$ cat src/rtl/sha256_round_core_if.sv
// rtl/sha256_round_core_if.sv - start/result bundle between the hashing top level and the compression engine
interface sha256_round_core_if;
    logic         in_start;
    logic         in_use_iv;
    logic [511:0] in_block;
    logic [255:0] in_hash;
    logic         out_ready;
    logic         out_busy;
    logic         out_valid;
    logic [255:0] out_hash;

    modport master (
        output in_start, in_use_iv, in_block, in_hash,
        input  out_ready, out_busy, out_valid, out_hash
    );

    modport slave (
        input  in_start, in_use_iv, in_block, in_hash,
        output out_ready, out_busy, out_valid, out_hash
    );
endinterface

$ cat src/rtl/sha256_round_core.sv
// rtl/sha256_round_core.sv - SHA-256 compression of one block, ROUNDS_PER_CYCLE chained rounds per clock
module sha256_round_core #(
    parameter int ROUNDS_PER_CYCLE = 1
) (
    input  logic               in_clk,
    input  logic               in_rst_n,
    sha256_round_core_if.slave bus
);
    localparam int RPC = ROUNDS_PER_CYCLE;
    localparam int ROUND_CYCLES = 64 / RPC;
    localparam logic [5:0] LAST_T = 6'((ROUND_CYCLES - 1) * RPC);

    generate
        if (!(RPC == 1 || RPC == 2 || RPC == 4 || RPC == 8)) begin : g_bad_rpc
            $error("sha256_round_core: ROUNDS_PER_CYCLE must be 1, 2, 4 or 8");
        end
    endgenerate

    localparam logic [255:0] IV = 256'h6a09e667_bb67ae85_3c6ef372_a54ff53a_510e527f_9b05688c_1f83d9ab_5be0cd19;

    localparam logic [31:0] K [64] = '{
        32'h428a2f98, 32'h71374491, 32'hb5c0fbcf, 32'he9b5dba5, 32'h3956c25b, 32'h59f111f1, 32'h923f82a4, 32'hab1c5ed5,
        32'hd807aa98, 32'h12835b01, 32'h243185be, 32'h550c7dc3, 32'h72be5d74, 32'h80deb1fe, 32'h9bdc06a7, 32'hc19bf174,
        32'he49b69c1, 32'hefbe4786, 32'h0fc19dc6, 32'h240ca1cc, 32'h2de92c6f, 32'h4a7484aa, 32'h5cb0a9dc, 32'h76f988da,
        32'h983e5152, 32'ha831c66d, 32'hb00327c8, 32'hbf597fc7, 32'hc6e00bf3, 32'hd5a79147, 32'h06ca6351, 32'h14292967,
        32'h27b70a85, 32'h2e1b2138, 32'h4d2c6dfc, 32'h53380d13, 32'h650a7354, 32'h766a0abb, 32'h81c2c92e, 32'h92722c85,
        32'ha2bfe8a1, 32'ha81a664b, 32'hc24b8b70, 32'hc76c51a3, 32'hd192e819, 32'hd6990624, 32'hf40e3585, 32'h106aa070,
        32'h19a4c116, 32'h1e376c08, 32'h2748774c, 32'h34b0bcb5, 32'h391c0cb3, 32'h4ed8aa4a, 32'h5b9cca4f, 32'h682e6ff3,
        32'h748f82ee, 32'h78a5636f, 32'h84c87814, 32'h8cc70208, 32'h90befffa, 32'ha4506ceb, 32'hbef9a3f7, 32'hc67178f2
    };

    typedef enum logic [1:0] {IDLE, ROUND, FINAL} state_t;

    function automatic logic [31:0] rotr(input logic [31:0] x, input int n);
        return (x >> n) | (x << (32 - n));
    endfunction
    function automatic logic [31:0] bsig0(input logic [31:0] x);
        return rotr(x, 2) ^ rotr(x, 13) ^ rotr(x, 22);
    endfunction
    function automatic logic [31:0] bsig1(input logic [31:0] x);
        return rotr(x, 6) ^ rotr(x, 11) ^ rotr(x, 25);
    endfunction
    function automatic logic [31:0] ssig0(input logic [31:0] x);
        return rotr(x, 7) ^ rotr(x, 18) ^ (x >> 3);
    endfunction
    function automatic logic [31:0] ssig1(input logic [31:0] x);
        return rotr(x, 17) ^ rotr(x, 19) ^ (x >> 10);
    endfunction

    state_t       r_state, w_state_nxt;
    logic [5:0]   r_t;
    logic [31:0]  r_chain [8];
    logic [31:0]  r_v [8];
    logic [31:0]  r_w [16];
    logic [255:0] r_hash;
    logic         r_valid;

    logic [255:0] w_init;
    logic [31:0]  w_ext [16 + RPC];
    logic [31:0]  w_s [RPC + 1][8];
    logic [31:0]  w_t1, w_t2;
    logic [5:0]   w_k_idx;

    assign w_init        = bus.in_use_iv ? IV : bus.in_hash;
    assign bus.out_ready = (r_state == IDLE);
    assign bus.out_busy  = (r_state == ROUND) || (r_state == FINAL);
    assign bus.out_valid = r_valid;
    assign bus.out_hash  = r_hash;

    // Window is extended by RPC words so each chained round has its W ready in the same cycle.
    always_comb begin
        w_t1    = '0;
        w_t2    = '0;
        w_k_idx = '0;
        for (int i = 0; i < 16; i++) w_ext[i] = r_w[i];
        for (int i = 16; i < 16 + RPC; i++)
            w_ext[i] = ssig1(w_ext[i-2]) + w_ext[i-7] + ssig0(w_ext[i-15]) + w_ext[i-16];
        for (int i = 0; i < 8; i++) w_s[0][i] = r_v[i];
        for (int k = 0; k < RPC; k++) begin
            w_k_idx = r_t + 6'(k);
            w_t1 = w_s[k][7] + bsig1(w_s[k][4]) + ((w_s[k][4] & w_s[k][5]) ^ (~w_s[k][4] & w_s[k][6]))
                 + K[w_k_idx] + w_ext[k];
            w_t2 = bsig0(w_s[k][0]) + ((w_s[k][0] & w_s[k][1]) ^ (w_s[k][0] & w_s[k][2]) ^ (w_s[k][1] & w_s[k][2]));
            w_s[k+1][0] = w_t1 + w_t2;
            w_s[k+1][1] = w_s[k][0];
            w_s[k+1][2] = w_s[k][1];
            w_s[k+1][3] = w_s[k][2];
            w_s[k+1][4] = w_s[k][3] + w_t1;
            w_s[k+1][5] = w_s[k][4];
            w_s[k+1][6] = w_s[k][5];
            w_s[k+1][7] = w_s[k][6];
        end
    end

    always_comb begin
        w_state_nxt = r_state;
        case (r_state)
            IDLE:    if (bus.in_start) w_state_nxt = ROUND;
            ROUND:   if (r_t == LAST_T) w_state_nxt = FINAL;
            FINAL:   w_state_nxt = IDLE;
            default: w_state_nxt = IDLE;
        endcase
    end

    always_ff @(posedge in_clk or negedge in_rst_n) begin
        if (!in_rst_n) r_state <= IDLE;
        else           r_state <= w_state_nxt;
    end

    // r_t is 6 bits, so it wraps back to 0 on the last ROUND edge.
    always_ff @(posedge in_clk or negedge in_rst_n) begin
        if (!in_rst_n) begin
            r_t     <= '0;
            r_hash  <= '0;
            r_valid <= 1'b0;
            for (int i = 0; i < 8; i++) begin
                r_chain[i] <= '0;
                r_v[i]     <= '0;
            end
            for (int i = 0; i < 16; i++) r_w[i] <= '0;
        end else begin
            case (r_state)
                IDLE: if (bus.in_start) begin
                    r_t     <= '0;
                    r_valid <= 1'b0;
                    for (int i = 0; i < 8; i++) begin
                        r_chain[i] <= w_init[255-32*i -: 32];
                        r_v[i]     <= w_init[255-32*i -: 32];
                    end
                    for (int i = 0; i < 16; i++) r_w[i] <= bus.in_block[511-32*i -: 32];
                end
                ROUND: begin
                    r_t <= r_t + 6'(RPC);
                    for (int i = 0; i < 8; i++) r_v[i] <= w_s[RPC][i];
                    for (int i = 0; i < 16; i++) r_w[i] <= w_ext[i+RPC];
                end
                FINAL: begin
                    r_valid <= 1'b1;
                    for (int i = 0; i < 8; i++) r_hash[255-32*i -: 32] <= r_chain[i] + r_v[i];
                end
                default: ;
            endcase
        end
    end
endmodule

$ cat src/flat_wrapper.sv
// flat-port wrapper written by rule: the top's interface ports become plain ports
module sha256_round_core_flat 
#(
    parameter int ROUNDS_PER_CYCLE = 1
)
  (in_clk, in_rst_n, bus_in_start, bus_in_use_iv, bus_in_block, bus_in_hash, bus_out_ready, bus_out_busy, bus_out_valid, bus_out_hash);
  sha256_round_core_if bus_i ();
  input  logic in_clk;
  input  logic in_rst_n;
  input wire logic [$bits(bus_i.in_start)-1:0] bus_in_start;
  input wire logic [$bits(bus_i.in_use_iv)-1:0] bus_in_use_iv;
  input wire logic [$bits(bus_i.in_block)-1:0] bus_in_block;
  input wire logic [$bits(bus_i.in_hash)-1:0] bus_in_hash;
  output wire logic [$bits(bus_i.out_ready)-1:0] bus_out_ready;
  output wire logic [$bits(bus_i.out_busy)-1:0] bus_out_busy;
  output wire logic [$bits(bus_i.out_valid)-1:0] bus_out_valid;
  output wire logic [$bits(bus_i.out_hash)-1:0] bus_out_hash;
  assign bus_i.in_start = bus_in_start;
  assign bus_i.in_use_iv = bus_in_use_iv;
  assign bus_i.in_block = bus_in_block;
  assign bus_i.in_hash = bus_in_hash;
  assign bus_out_ready = bus_i.out_ready;
  assign bus_out_busy = bus_i.out_busy;
  assign bus_out_valid = bus_i.out_valid;
  assign bus_out_hash = bus_i.out_hash;
  sha256_round_core #(.ROUNDS_PER_CYCLE(ROUNDS_PER_CYCLE)) u_core (.in_clk(in_clk), .in_rst_n(in_rst_n), .bus(bus_i));
endmodule
$ cat config.mk
export PLATFORM = sky130hd
export DESIGN_NAME = sha256_round_core_flat
export DESIGN_NICKNAME = d
export VERILOG_FILES = /design/src/rtl/sha256_round_core_if.sv /design/src/rtl/sha256_round_core.sv /design/src/flat_wrapper.sv
export SDC_FILE = /design/constraint.sdc
export NUM_CORES = 2
export LEC_CHECK = 0
export ABC_AREA = 0
export CAP_MARGIN = 20
export CORE_MARGIN = 1.5
export CORE_UTILIZATION = 45
export CTS_CLUSTER_SIZE = 24
export DETAILED_ROUTE_END_ITERATION = 10
export PLACE_DENSITY = 0.74
export SLEW_MARGIN = 25
export SYNTH_ARGS = -nofsm -noshare
export SYNTH_HDL_FRONTEND = slang
export SYNTH_SLANG_ARGS = --single-unit
$ cat constraint.sdc
create_clock -name in_clk -period 12.3 [get_ports in_clk]
set_clock_uncertainty 0.15 [all_clocks]
set_input_delay 3.075 -clock in_clk [delete_from_list [all_inputs] [get_ports in_clk]]
set_output_delay 3.075 -clock in_clk [all_outputs]
set_load 0.02 [all_outputs]
==> results.tsv <==
stage	metric	value	unit
critical_path	endpoint_kind	flop	
clocking	post_cts_buffers	0	
critical_path	worstPathArrival	10.59	ns
final_layout	syn_to_final_growth	20.54	%
logic_synthesis	synth_cell_types	101	
routing	viasPerCell	6.576	
floorplanning	design.die.area	0.1871	mm^2
logic_synthesis	synth-edff-count	0	
clocking	root_buffer	clkbuf_16	
clocking	numCtsBuffers	148	
outcome	status	completed	
floorplanning	initial_core_util	45.34	%
logic_synthesis	synthCells	8851	
routing	wl_per_cell	31.02	um
logic_synthesis	synth_top_family_by_area	compound AO/OA/AOI/OAI gates	
global_routing	grt_antenna_before_repair	31	
final_layout	nets	10800	
timing	fmax	99.71	MHz
final_layout	utilization	54.65	%
global_routing	grt_max_degree	226	
placement	hpwl	279.5	mm
hold_path	hold_class	flop to flop	
clocking	post_cts_resized	0	
clocking	ctsHoldBuffers	0	
critical_path	cp_common_cell	a21oi_1	
logic_synthesis	synth_commonest_cells	o22ai_1 (1293), dfrtp_1 (1289), a21oi_1 (1076), clkbuf_1 (642), nand2_1 (441)	
timing	final.setup.tns	0	ns
routing	drc	0	
logic_synthesis	yosysTopAreaCell	dfrtp_1	
routing	firstDrtPassIters	6	
timing	min_period	10.03	ns
critical_path	path_buf_inv	3	
clocking	cts_max_path_buffers	3	
logic_synthesis	netlist_area	0.08301	mm^2
final_layout	drive_above_1_share	7.413	%
logic_synthesis	synth_mux_area_share	4.394	%
logic_synthesis	async_flop_share	100.0	%
clocking	clk_pin_slew	0.06	ns
floorplanning	num_io_pins	1031	
placement	gp_congestion	1.036	
timing	post-route-period-util	81.53	%
logic_synthesis	synth_seq_area_share	38.86	%
global_routing	grt_pass1_wl	531.5	mm
run	drv_cap	0	
critical_path	cp-start-kind	flop	
critical_path	critPathRequiredTime	12.86	ns
timing	drv_slew	0	
critical_path	worstPathMaxFanout	77	
routing	first_iter_violations	9055	
placement	portBuffers	1030	
floorplanning	num_rows	157	
critical_path	slowest_delay	0.84	ns
logic_synthesis	synth_compound_area_share	27.40	%
timing	tightest_slew	1.214	ns
routing	routed_wl	373.3	mm
clocking	tritoncts	yes	
global_routing	grt-ovfl-total	0	
logic_synthesis	yosysMostFrequentCell	o22ai_1	
timing	hold_violations	0	
clocking	htreeDepth	4	
routing	drtAntennaViolNets	0	
logic_synthesis	synth-adder-area-share	10.96	%
logic_synthesis	synth_xor_area_share	5.699	%
critical_path	cp_slowest_cell	dfrtp_4	
logic_synthesis	avgSynthCellArea	9.379	um^2
timing	rsz0062_at_grt	false	
routing	vias	79140	
placement	place_area	0.09497	mm^2
global_routing	grt_util_all_layers	38.73	%
logic_synthesis	yosysTopAreaCellShare	38.86	%
floorplanning	die_h	432.5	um
floorplanning	coreArea	0.1831	mm^2
logic_synthesis	synth_fp_nets	10210	
timing	setup_viol	0	
final_layout	final_cell_area	0.1001	mm^2
global_routing	grt_pass1_vias	77000	
logic_synthesis	synth-main-ff-cell	dfrtp_1	
logic_synthesis	ys_top_cells_by_area	dfrtp_1 (39%), o22ai_1 (9.7%), a21oi_1 (6.5%)	
logic_synthesis	synth_warnings	0	
clocking	cts.sinks	1289	
floorplanning	die_w	432.5	um
clocking	clk_latency	0.84	ns
timing	slew-limit-headroom	18.60	%
logic_synthesis	ys_ff_latch	1289	
critical_path	worstSetupPathType	flop to flop	
critical_path	path_delay_family	compound AO/OA/AOI/OAI gates	
logic_synthesis	synthSimpleGateAreaFrac	8.124	%
## metrics by stage
stage          hold slack (ns)  cells  setup slack [ns]
2_1_floorplan           0.2996   8851             3.901
3_3_place_gp            0.3117  11750             2.384
3_5_place_dp            0.3205  11750             2.496
4_1_cts                 0.3331  12010             2.499
5_1_grt                 0.3480  12030             1.869
6_report                0.3325  12040             2.271
## worst paths after layout
check                                 from                       end  slack, ns  cells after the start
setup reg to reg             u_core.r_t[2]           u_core.r_v[254]       2.27                     32
hold / removal             u_core.r_w[351]           u_core.r_w[351]       0.33                      2
min in group asynchronous         in_rst_n  u_core.bus.out_hash[138]       2.01                      1
max in group asynchronous         in_rst_n             u_core.r_t[2]       7.75                      3
setup / recovery             u_core.r_t[2]           u_core.r_v[254]       2.27                     32
hold reg to reg            u_core.r_w[351]           u_core.r_w[351]       0.33                      2
## layout by cell type (no fill, tap or decap), types with 55 or more instances in the layout
master | Yosys | routed
a211oi_1 | 72 | 72
a21o_1 | 159 | 159
a21oi_1 | 1076 | 1076
a31oi_1 | 56 | 56
buf_4 | 0 | 106
clkbuf_16 | 0 | 149
clkdlybuf4s50_1 | 0 | 1028
dfrtp_1 | 1289 | 1287
fa_1 | 195 | 195
ha_1 | 396 | 393
inv_1 | 283 | 281
mux2_2 | 260 | 260
mux2i_1 | 55 | 55
nand2_1 | 441 | 439
nand2b_1 | 76 | 74
nand3_1 | 76 | 76
nor2_1 | 367 | 365
nor2b_1 | 129 | 129
nor3_1 | 103 | 103
o211ai_1 | 62 | 62
o21a_1 | 91 | 91
o21ai_0 | 389 | 388
o22a_1 | 101 | 101
o22ai_1 | 1293 | 1293
xnor2_1 | 411 | 411
xor2_1 | 124 | 124
## tightest hold or removal path, stage by stage (launching register included)
cell and delay, ns:
dfrtp_1 0.34, nand2_1 0.05, o21ai_0 0.06
## routing by layer
| layer | GRT usage (%) | part of all wire (%) | vias up |
|---|---|---|---|
| met5 | 0 | 0.020 | - |
| met4 | 32.99 | 10 | 14 |
| met3 | 7.849 | 8.6 | 1229 |
| met2 | 61.77 | 46 | 4521 |
| met1 | 44.67 | 35 | 39070 |
| li1 | - | - | 34300 |
## area by class of cell
type                    count  area [um^2]
clock inverters            59        729.5
flip-flops and latches   1289        32260
multi-input cells        6554        47070
well taps                2464         3083
diodes                     20        50.05
repair buffers           1156        11500
inverters                 288         1091
clock buffers             205         4269
fillers                 16310        83020
## cell families (layout without fill, tap and decap cells)
family | after synthesis | count (layout)
AOI/OAI and AO/OA | 3668 | 3668
xor gates and xnor gates | 537 | 537
adders and majority gates | 615 | 615
buffers and inverters | 1008 | 1708
DFF | 1289 | 1289
muxes | 324 | 324
other | 0 | 20
and+or+nand+nor | 1410 | 1410
## registers in the layout, indices dropped and copies added (netlist names)
signal and count:
u_core.bus.out_valid 1, u_core.r_chain 256, u_core.r_t 6, u_core.bus.out_hash 256
u_core.r_v 256, u_core.r_state 2, u_core.r_w 512
Power is not shown: default switching activity piles up to over one toggle a cycle in this logic, so the estimate is an artifact.
